File: config.mk
export PLATFORM = sky130hd
export DESIGN_NAME = inst_encoder_flat
export DESIGN_NICKNAME = d
export VERILOG_FILES = /design/src/rtl/isa_pkg.sv /design/src/rtl/inst_encoder_if.sv /design/src/rtl/inst_pack.sv /design/src/rtl/inst_encoder.sv /design/src/flat_wrapper.sv
export SDC_FILE = /design/constraint.sdc
export NUM_CORES = 1
export LEC_CHECK = 0
export CORE_UTILIZATION = 30
export DETAILED_ROUTE_END_ITERATION = 8
export GPL_ROUTABILITY_DRIVEN = 0
export PLACE_DENSITY = 0.57
export SLEW_MARGIN = 20
export SYNTH_ARGS = -nofsm -noshare
export SYNTH_HDL_FRONTEND = slang
export SYNTH_HIERARCHICAL = 1
export SYNTH_SLANG_ARGS = --single-unit
export TNS_END_PERCENT = 30
File: constraint.sdc
create_clock -name clk -period 3.06 [get_ports clk]
set_input_delay 0.765 -clock clk [delete_from_list [all_inputs] [get_ports clk]]
set_output_delay 0.765 -clock clk [all_outputs]
set_load 0.1 [all_outputs]
File: src/rtl/isa_pkg.sv
// Shared ISA constants for the instruction encoder and the core decoder.
// Opcode fields and immediate bounds live here so encode/decode never drift.
package isa_pkg;

    typedef enum logic [2:0] {
        OP_ADD = 3'd0,
        OP_ORI = 3'd1,
        OP_LD  = 3'd2,
        OP_ST  = 3'd3,
        OP_BNE = 3'd4
    } op_e;

    localparam logic [16:0] OPC_ADD = 17'b00000000000100000;
    localparam logic [9:0]  OPC_ORI = 10'b0000001110;
    localparam logic [9:0]  OPC_LD  = 10'b0010101000;
    localparam logic [9:0]  OPC_ST  = 10'b0010100100;
    localparam logic [5:0]  OPC_BNE = 6'b010111;

    localparam int IMM_ORI_MIN = 0;
    localparam int IMM_ORI_MAX = 4095;
    localparam int IMM_MEM_MIN = -2048;
    localparam int IMM_MEM_MAX = 2047;
    localparam int IMM_BNE_MIN = -32768;
    localparam int IMM_BNE_MAX = 32767;

    // True when the immediate, read as signed, lies in [lo, hi].
    function automatic logic imm_in_range(
        input logic [31:0] imm,
        input int          lo,
        input int          hi
    );
        return ($signed(imm) >= lo) && ($signed(imm) <= hi);
    endfunction

endpackage

File: src/rtl/inst_encoder_if.sv
// Micro-op input stream and instruction memory write port.
// master = loader side, slave = encoder side.
interface inst_encoder_if;

    logic        in_valid;
    logic        in_ready;
    logic [2:0]  in_op;
    logic [4:0]  in_rd;
    logic [4:0]  in_rj;
    logic [4:0]  in_rk;
    logic [31:0] in_imm;

    logic        mem_we;
    logic        mem_ready;
    logic [31:0] mem_addr;
    logic [31:0] mem_data;

    modport master (
        output in_valid, in_op, in_rd, in_rj, in_rk, in_imm,
        output mem_ready,
        input  in_ready,
        input  mem_we, mem_addr, mem_data
    );

    modport slave (
        input  in_valid, in_op, in_rd, in_rj, in_rk, in_imm,
        input  mem_ready,
        output in_ready,
        output mem_we, mem_addr, mem_data
    );

endinterface

File: src/rtl/inst_pack.sv
// Combinational micro-op packer: fields in, 32-bit word and legal flag out.
// Illegal ops and out-of-range immediates clear legal_o.
module inst_pack
    import isa_pkg::*;
(
    input  logic [2:0]  op_i,
    input  logic [4:0]  rd_i,
    input  logic [4:0]  rj_i,
    input  logic [4:0]  rk_i,
    input  logic [31:0] imm_i,
    output logic [31:0] word_o,
    output logic        legal_o
);

    // Select the format for the op and range-check its immediate.
    always_comb begin
        word_o  = '0;
        legal_o = 1'b0;
        case (op_i)
            OP_ADD: begin
                word_o  = {OPC_ADD, rk_i, rj_i, rd_i};
                legal_o = 1'b1;
            end
            OP_ORI: begin
                word_o  = {OPC_ORI, imm_i[11:0], rj_i, rd_i};
                legal_o = imm_in_range(imm_i, IMM_ORI_MIN, IMM_ORI_MAX);
            end
            OP_LD: begin
                word_o  = {OPC_LD, imm_i[11:0], rj_i, rd_i};
                legal_o = imm_in_range(imm_i, IMM_MEM_MIN, IMM_MEM_MAX);
            end
            OP_ST: begin
                word_o  = {OPC_ST, imm_i[11:0], rj_i, rd_i};
                legal_o = imm_in_range(imm_i, IMM_MEM_MIN, IMM_MEM_MAX);
            end
            OP_BNE: begin
                word_o  = {OPC_BNE, imm_i[15:0], rj_i, rd_i};
                legal_o = imm_in_range(imm_i, IMM_BNE_MIN, IMM_BNE_MAX);
            end
            default: begin
                word_o  = '0;
                legal_o = 1'b0;
            end
        endcase
    end

endmodule

File: src/rtl/inst_encoder.sv
// Streaming instruction encoder: packs accepted micro-ops and writes them
// to sequential instruction memory addresses through one output register.
module inst_encoder
    import isa_pkg::*;
#(
    parameter logic [31:0] BASE_ADDR = 32'h0000_0000,
    parameter logic [31:0] ADDR_STEP = 32'd4
) (
    input  logic           clk,
    input  logic           rst,
    input  logic           start,
    inst_encoder_if.slave  bus,
    output logic [15:0]    word_cnt,
    output logic           err,
    output logic [7:0]     err_cnt
);

    logic [31:0] word;
    logic        legal;

    logic        mem_we_q,   mem_we_d;
    logic [31:0] mem_addr_q, mem_addr_d;
    logic [31:0] mem_data_q, mem_data_d;
    logic [31:0] ptr_q,      ptr_d;
    logic        stale_q,    stale_d;
    logic [15:0] wcnt_q,     wcnt_d;
    logic        err_q,      err_d;
    logic [7:0]  ecnt_q,     ecnt_d;

    logic in_ready;
    logic acc;
    logic take;
    logic rej;
    logic drain;

    inst_pack u_pack (
        .op_i    (bus.in_op),
        .rd_i    (bus.in_rd),
        .rj_i    (bus.in_rj),
        .rk_i    (bus.in_rk),
        .imm_i   (bus.in_imm),
        .word_o  (word),
        .legal_o (legal)
    );

    assign in_ready = (!mem_we_q || bus.mem_ready) && !start;
    assign acc      = bus.in_valid && in_ready;
    assign take     = acc && legal;
    assign rej      = acc && !legal;
    assign drain    = mem_we_q && bus.mem_ready;

    // Next state: load/drain the output slot, advance pointer, count.
    // A word left pending across start is marked stale so it is not counted.
    always_comb begin
        mem_we_d   = mem_we_q;
        mem_addr_d = mem_addr_q;
        mem_data_d = mem_data_q;
        ptr_d      = ptr_q;
        stale_d    = stale_q;
        wcnt_d     = wcnt_q;
        err_d      = err_q;
        ecnt_d     = ecnt_q;

        if (take) begin
            mem_we_d   = 1'b1;
            mem_addr_d = ptr_q;
            mem_data_d = word;
            ptr_d      = ptr_q + ADDR_STEP;
            stale_d    = 1'b0;
        end else if (drain) begin
            mem_we_d = 1'b0;
            stale_d  = 1'b0;
        end

        if (drain && !stale_q && wcnt_q != 16'hFFFF) begin
            wcnt_d = wcnt_q + 16'd1;
        end

        if (rej) begin
            err_d = 1'b1;
            if (ecnt_q != 8'hFF) begin
                ecnt_d = ecnt_q + 8'd1;
            end
        end

        if (start) begin
            ptr_d   = BASE_ADDR;
            stale_d = mem_we_q && !bus.mem_ready;
            wcnt_d  = '0;
            err_d   = 1'b0;
            ecnt_d  = '0;
        end
    end

    // State registers with synchronous reset; reset drops any pending word.
    always_ff @(posedge clk) begin
        if (rst) begin
            mem_we_q   <= 1'b0;
            mem_addr_q <= BASE_ADDR;
            mem_data_q <= '0;
            ptr_q      <= BASE_ADDR;
            stale_q    <= 1'b0;
            wcnt_q     <= '0;
            err_q      <= 1'b0;
            ecnt_q     <= '0;
        end else begin
            mem_we_q   <= mem_we_d;
            mem_addr_q <= mem_addr_d;
            mem_data_q <= mem_data_d;
            ptr_q      <= ptr_d;
            stale_q    <= stale_d;
            wcnt_q     <= wcnt_d;
            err_q      <= err_d;
            ecnt_q     <= ecnt_d;
        end
    end

    assign bus.in_ready = in_ready;
    assign bus.mem_we   = mem_we_q;
    assign bus.mem_addr = mem_addr_q;
    assign bus.mem_data = mem_data_q;
    assign word_cnt     = wcnt_q;
    assign err          = err_q;
    assign err_cnt      = ecnt_q;

endmodule

File: src/flat_wrapper.sv
// flat-port wrapper written by rule: the top's interface ports become plain ports
module inst_encoder_flat import isa_pkg::*;
#(
    parameter logic [31:0] BASE_ADDR = 32'h0000_0000,
    parameter logic [31:0] ADDR_STEP = 32'd4
)
  (clk, rst, start, word_cnt, err, err_cnt, bus_in_valid, bus_in_op, bus_in_rd, bus_in_rj, bus_in_rk, bus_in_imm, bus_mem_ready, bus_in_ready, bus_mem_we, bus_mem_addr, bus_mem_data);
  inst_encoder_if bus_i ();
  input  logic clk;
  input  logic rst;
  input  logic start;
  output logic [15:0] word_cnt;
  output logic err;
  output logic [7:0] err_cnt;
  input wire logic [$bits(bus_i.in_valid)-1:0] bus_in_valid;
  input wire logic [$bits(bus_i.in_op)-1:0] bus_in_op;
  input wire logic [$bits(bus_i.in_rd)-1:0] bus_in_rd;
  input wire logic [$bits(bus_i.in_rj)-1:0] bus_in_rj;
  input wire logic [$bits(bus_i.in_rk)-1:0] bus_in_rk;
  input wire logic [$bits(bus_i.in_imm)-1:0] bus_in_imm;
  input wire logic [$bits(bus_i.mem_ready)-1:0] bus_mem_ready;
  output wire logic [$bits(bus_i.in_ready)-1:0] bus_in_ready;
  output wire logic [$bits(bus_i.mem_we)-1:0] bus_mem_we;
  output wire logic [$bits(bus_i.mem_addr)-1:0] bus_mem_addr;
  output wire logic [$bits(bus_i.mem_data)-1:0] bus_mem_data;
  assign bus_i.in_valid = bus_in_valid;
  assign bus_i.in_op = bus_in_op;
  assign bus_i.in_rd = bus_in_rd;
  assign bus_i.in_rj = bus_in_rj;
  assign bus_i.in_rk = bus_in_rk;
  assign bus_i.in_imm = bus_in_imm;
  assign bus_i.mem_ready = bus_mem_ready;
  assign bus_in_ready = bus_i.in_ready;
  assign bus_mem_we = bus_i.mem_we;
  assign bus_mem_addr = bus_i.mem_addr;
  assign bus_mem_data = bus_i.mem_data;
  inst_encoder #(.BASE_ADDR(BASE_ADDR), .ADDR_STEP(ADDR_STEP)) u_core (.clk(clk), .rst(rst), .start(start), .bus(bus_i), .word_cnt(word_cnt), .err(err), .err_cnt(err_cnt));
endmodule
==> flow_summary.toml <==
[power]
power_frac_seq_pct = 39.5
p_clk_share_pct = 53.6
intPower_mw = 3.07
power_density_mw_per_mm2 = 518
peakVddDrop_mv = 0.386
sw_frac_of_total_pct = 22.2
p_sw_mw = 0.876
total_power_mw = 3.95
p_comb_share_pct = 6.8
power.leakage_nw = 2.94

[global_routing]
grt_pass1_wl_mm = 23.2
antenna_found_initial = 0
grt_use_total_pct = 16.2
overflow = 0
grt_max_degree = 67
grt_pass1_vias = 4592

[placement]
numPortBuffers = 143
place_area_mm2 = 0.00690
hpwlAfterDp_mm = 9.83

[route]
via_per_inst = 4.72
num_vias = 4966
drt_iter0_markers = 216
final_antenna_net_count = 0
routedWlPerCell_um = 13.8
drt_wl_total_mm = 14.5
drcViolationCount = 0
first_pass_iters = 4

[logic_synthesis]
synth-async-reset-ratio_pct = 0
synth-seq-cells = 119
synth_area_mm2 = 0.00534
ys.flop_type = "dfxtp_1"
netlist_top_cells_count = "nand2_1, dfxtp_1, a21oi_1"
synth.top_cell.area_share_pct = 44.6
synth_area_leaders = "dfxtp_1, nand2_1, a21oi_1"
yosysSeqAreaShare_pct = 44.6
avgSynthCellArea_um2 = 8.10
synth-edff-count = 0
netlist-cell-type-count = 60
synth.most_common_cell = "nand2_1"
synth.largest_area_cell = "dfxtp_1"
syn_inst = 659
yosysWarnings = 6

[critical_path]
slowest_stage = "or4_4"
worstPathMaxFanout = 6
crit_buf_inv = 2
cp_common_cell = "or4_4"
cp-start-kind = "input port"
crit_family = "simple AND/OR/NAND/NOR gates"
crit_chain = "clkdlybuf4s50_1 -> nor4_2 -> nand4_1 -> o311ai_2 -> buf_4 -> nand3_2 -> or4_4 -> or4_4 -> a21oi_2"
r2r_slack_ns = 0.95
crit_arrival_ns = 3.28
cpPeakStageDelay_ns = 0.58
end_kind = "flip-flop"
crit_required_ns = 3.40
crit_type = "input port to flip-flop"

[timing]
worst_clock_skew_ns = 0.00602
final-max-slew-violation-count = 0
fmax_ghz = 0.341
rsz0062_at_grt = "false"
min_period_ns = 2.94
whs_ns = 0.452
hold_violations = 0
final-setup-viol-count = 0
worst_pin_slew_ns = 0.716
max-slew-margin-rel_pct = 52.2
period_share_pct = 96.0

[floorplan]
dieHeight_um = 135
initial_core_util_pct = 30.7
io-pin-count = 146
die_x_um = 135
core_mm2 = 0.0174
fp-row-count = 48
die_area_mm2 = 0.0183

[clock_tree]
cts_tree = "yes"
numClockSinks = 119
root_buffer = "clkbuf_16"
htreeDepth = 4
cts_buffer_depth = 2
path_clk_slew_ns = 0.05
numCtsBuffers = 17
insertion_delay_ns = 0.41

[cells_and_area]
postLayoutCellArea_mm2 = 0.00762
syn2layout_area_growth_pct = 42.8
nNetsFinal = 873
nFillCells = 1780
insertedDiodeCount = 0
drive_gt1_share_pct = 21.9

[run_status]
outcome = "complete, no violations"

[flow_run]
cap_violations = 0

[hold_path]
hold_class = "flip-flop to flip-flop"
metrics by stage:
step            TNS, ns  cells  util (%)  setup slack, ns
2_1_floorplan  -0.00104    660         -         -0.00104
6_report              0   1053      43.9            0.123
3_3_place_gp     -25.67   1020      39.7           -0.491
4_1_cts               0   1053      43.4           0.0263
3_5_place_dp     -26.12   1020      39.7           -0.496
5_1_grt               0   1053      43.9           0.0232
flip-flops by register name, summed over array words and instances, names as in the netlist:
signal	flops
u_core/bus.mem_data	32
u_core/bus.mem_addr	30
u_core/ptr_q	30
u_core/word_cnt	16
u_core/err_cnt	8
u_core/bus.mem_we	1
u_core/err	1
u_core/stale_q	1
layer usage:
metal | track usage (%) | part of all wire (%) | vias to the layer above | wire length [um]
li1 | - | - | 2588 | -
met4 | 5.12 | 0.78 | 0 | 114
met3 | 5.01 | 5.5 | 10 | 800
met2 | 25.2 | 46 | 116 | 6640
met5 | 0 | 0 | - | 0
met1 | 21.2 | 48 | 2252 | 6970
worst register-to-register path, stage by stage (launching register included):
cell and delay (ns):
dfxtp_1 0.42, and4_4 0.28, nand3_2 0.10, or4_4 0.57, or4_4 0.55, a21oi_2 0.13
cell families after synthesis:
family	count (synthesis)	share of synthesized area (%)
AND/OR/NAND/NOR	334	31.5
buffers and inverters	44	4.13
other	2	0.141
XOR/XNOR	35	5.74
AO/OA/AOI/OAI	116	12.0
adder cells (fa/ha/maj)	3	0.703
multiplexers	6	1.13
flip-flops	119	44.6
final cells by class:
class / instances / area [um^2] / area share (%)
Tap cell: 225 / 282 / 3.70
Timing Repair Buffer: 175 / 1520 / 20.0
Inverter: 5 / 18.8 / 0.246
Clock inverter: 13 / 178 / 2.33
Sequential cell: 119 / 2380 / 31.3
Multi-Input combinational cell: 497 / 2780 / 36.5
Clock buffer: 19 / 453 / 5.95
worst paths after layout:
check	start	end	depth (start not counted)
setup / recovery	bus_in_imm[12]	u_core/ptr_q[29]	9
hold / removal	u_core/bus.mem_addr[28]	u_core/bus.mem_addr[28]	2
setup reg to reg	u_core/ptr_q[14]	u_core/ptr_q[29]	5
hold reg to reg	u_core/bus.mem_addr[28]	u_core/bus.mem_addr[28]	2
layout by cell type, fill, tap and decap left out, drive strengths merged, types with 2 or more instances in the layout:
| master | instances |
|---|---|
| a2111oi | 2 |
| a21oi | 79 |
| a31oi | 3 |
| and2 | 18 |
| and3 | 11 |
| and4 | 7 |
| buf | 122 |
| bufinv | 4 |
| clkbuf | 19 |
| clkdlybuf4s50 | 36 |
| clkinv | 7 |
| clkinvlp | 2 |
| conb | 3 |
| dfxtp | 119 |
| dlymetal6s2s | 17 |
| ha | 3 |
| inv | 5 |
| mux2i | 6 |
| nand2 | 148 |
| nand2b | 5 |
| nand3 | 27 |
| nand3b | 2 |
| nand4 | 24 |
| nor2 | 48 |
| nor2b | 2 |
| nor3 | 11 |
| nor4 | 8 |
| nor4b | 2 |
| o21ai | 20 |
| o31ai | 4 |
| or2 | 2 |
| or3 | 8 |
| or4 | 5 |
| xnor2 | 18 |
| xor2 | 17 |
repair_timing:
item	4_1_cts	5_1_grt
pin swaps	4	11
hold buffers	0	0
setup endpoints to repair	4	32
buffers inserted	1	0
resized for setup	0	25
power groups by stage:
| stage | Combinational [mW] | Sequential (mW) | Clock, mW |
|---|---|---|---|
| after floorplan | 0.114 | 1.63 | 0 |
| after global placement | 0.272 | 1.59 | 0 |
| after detailed placement | 0.270 | 1.59 | 0 |
| after global routing | 0.291 | 1.56 | 2.26 |
| after CTS | 0.272 | 1.56 | 2.18 |
| final | 0.270 | 1.56 | 2.12 |
Note: power is estimated with default switching activity, not from simulation.
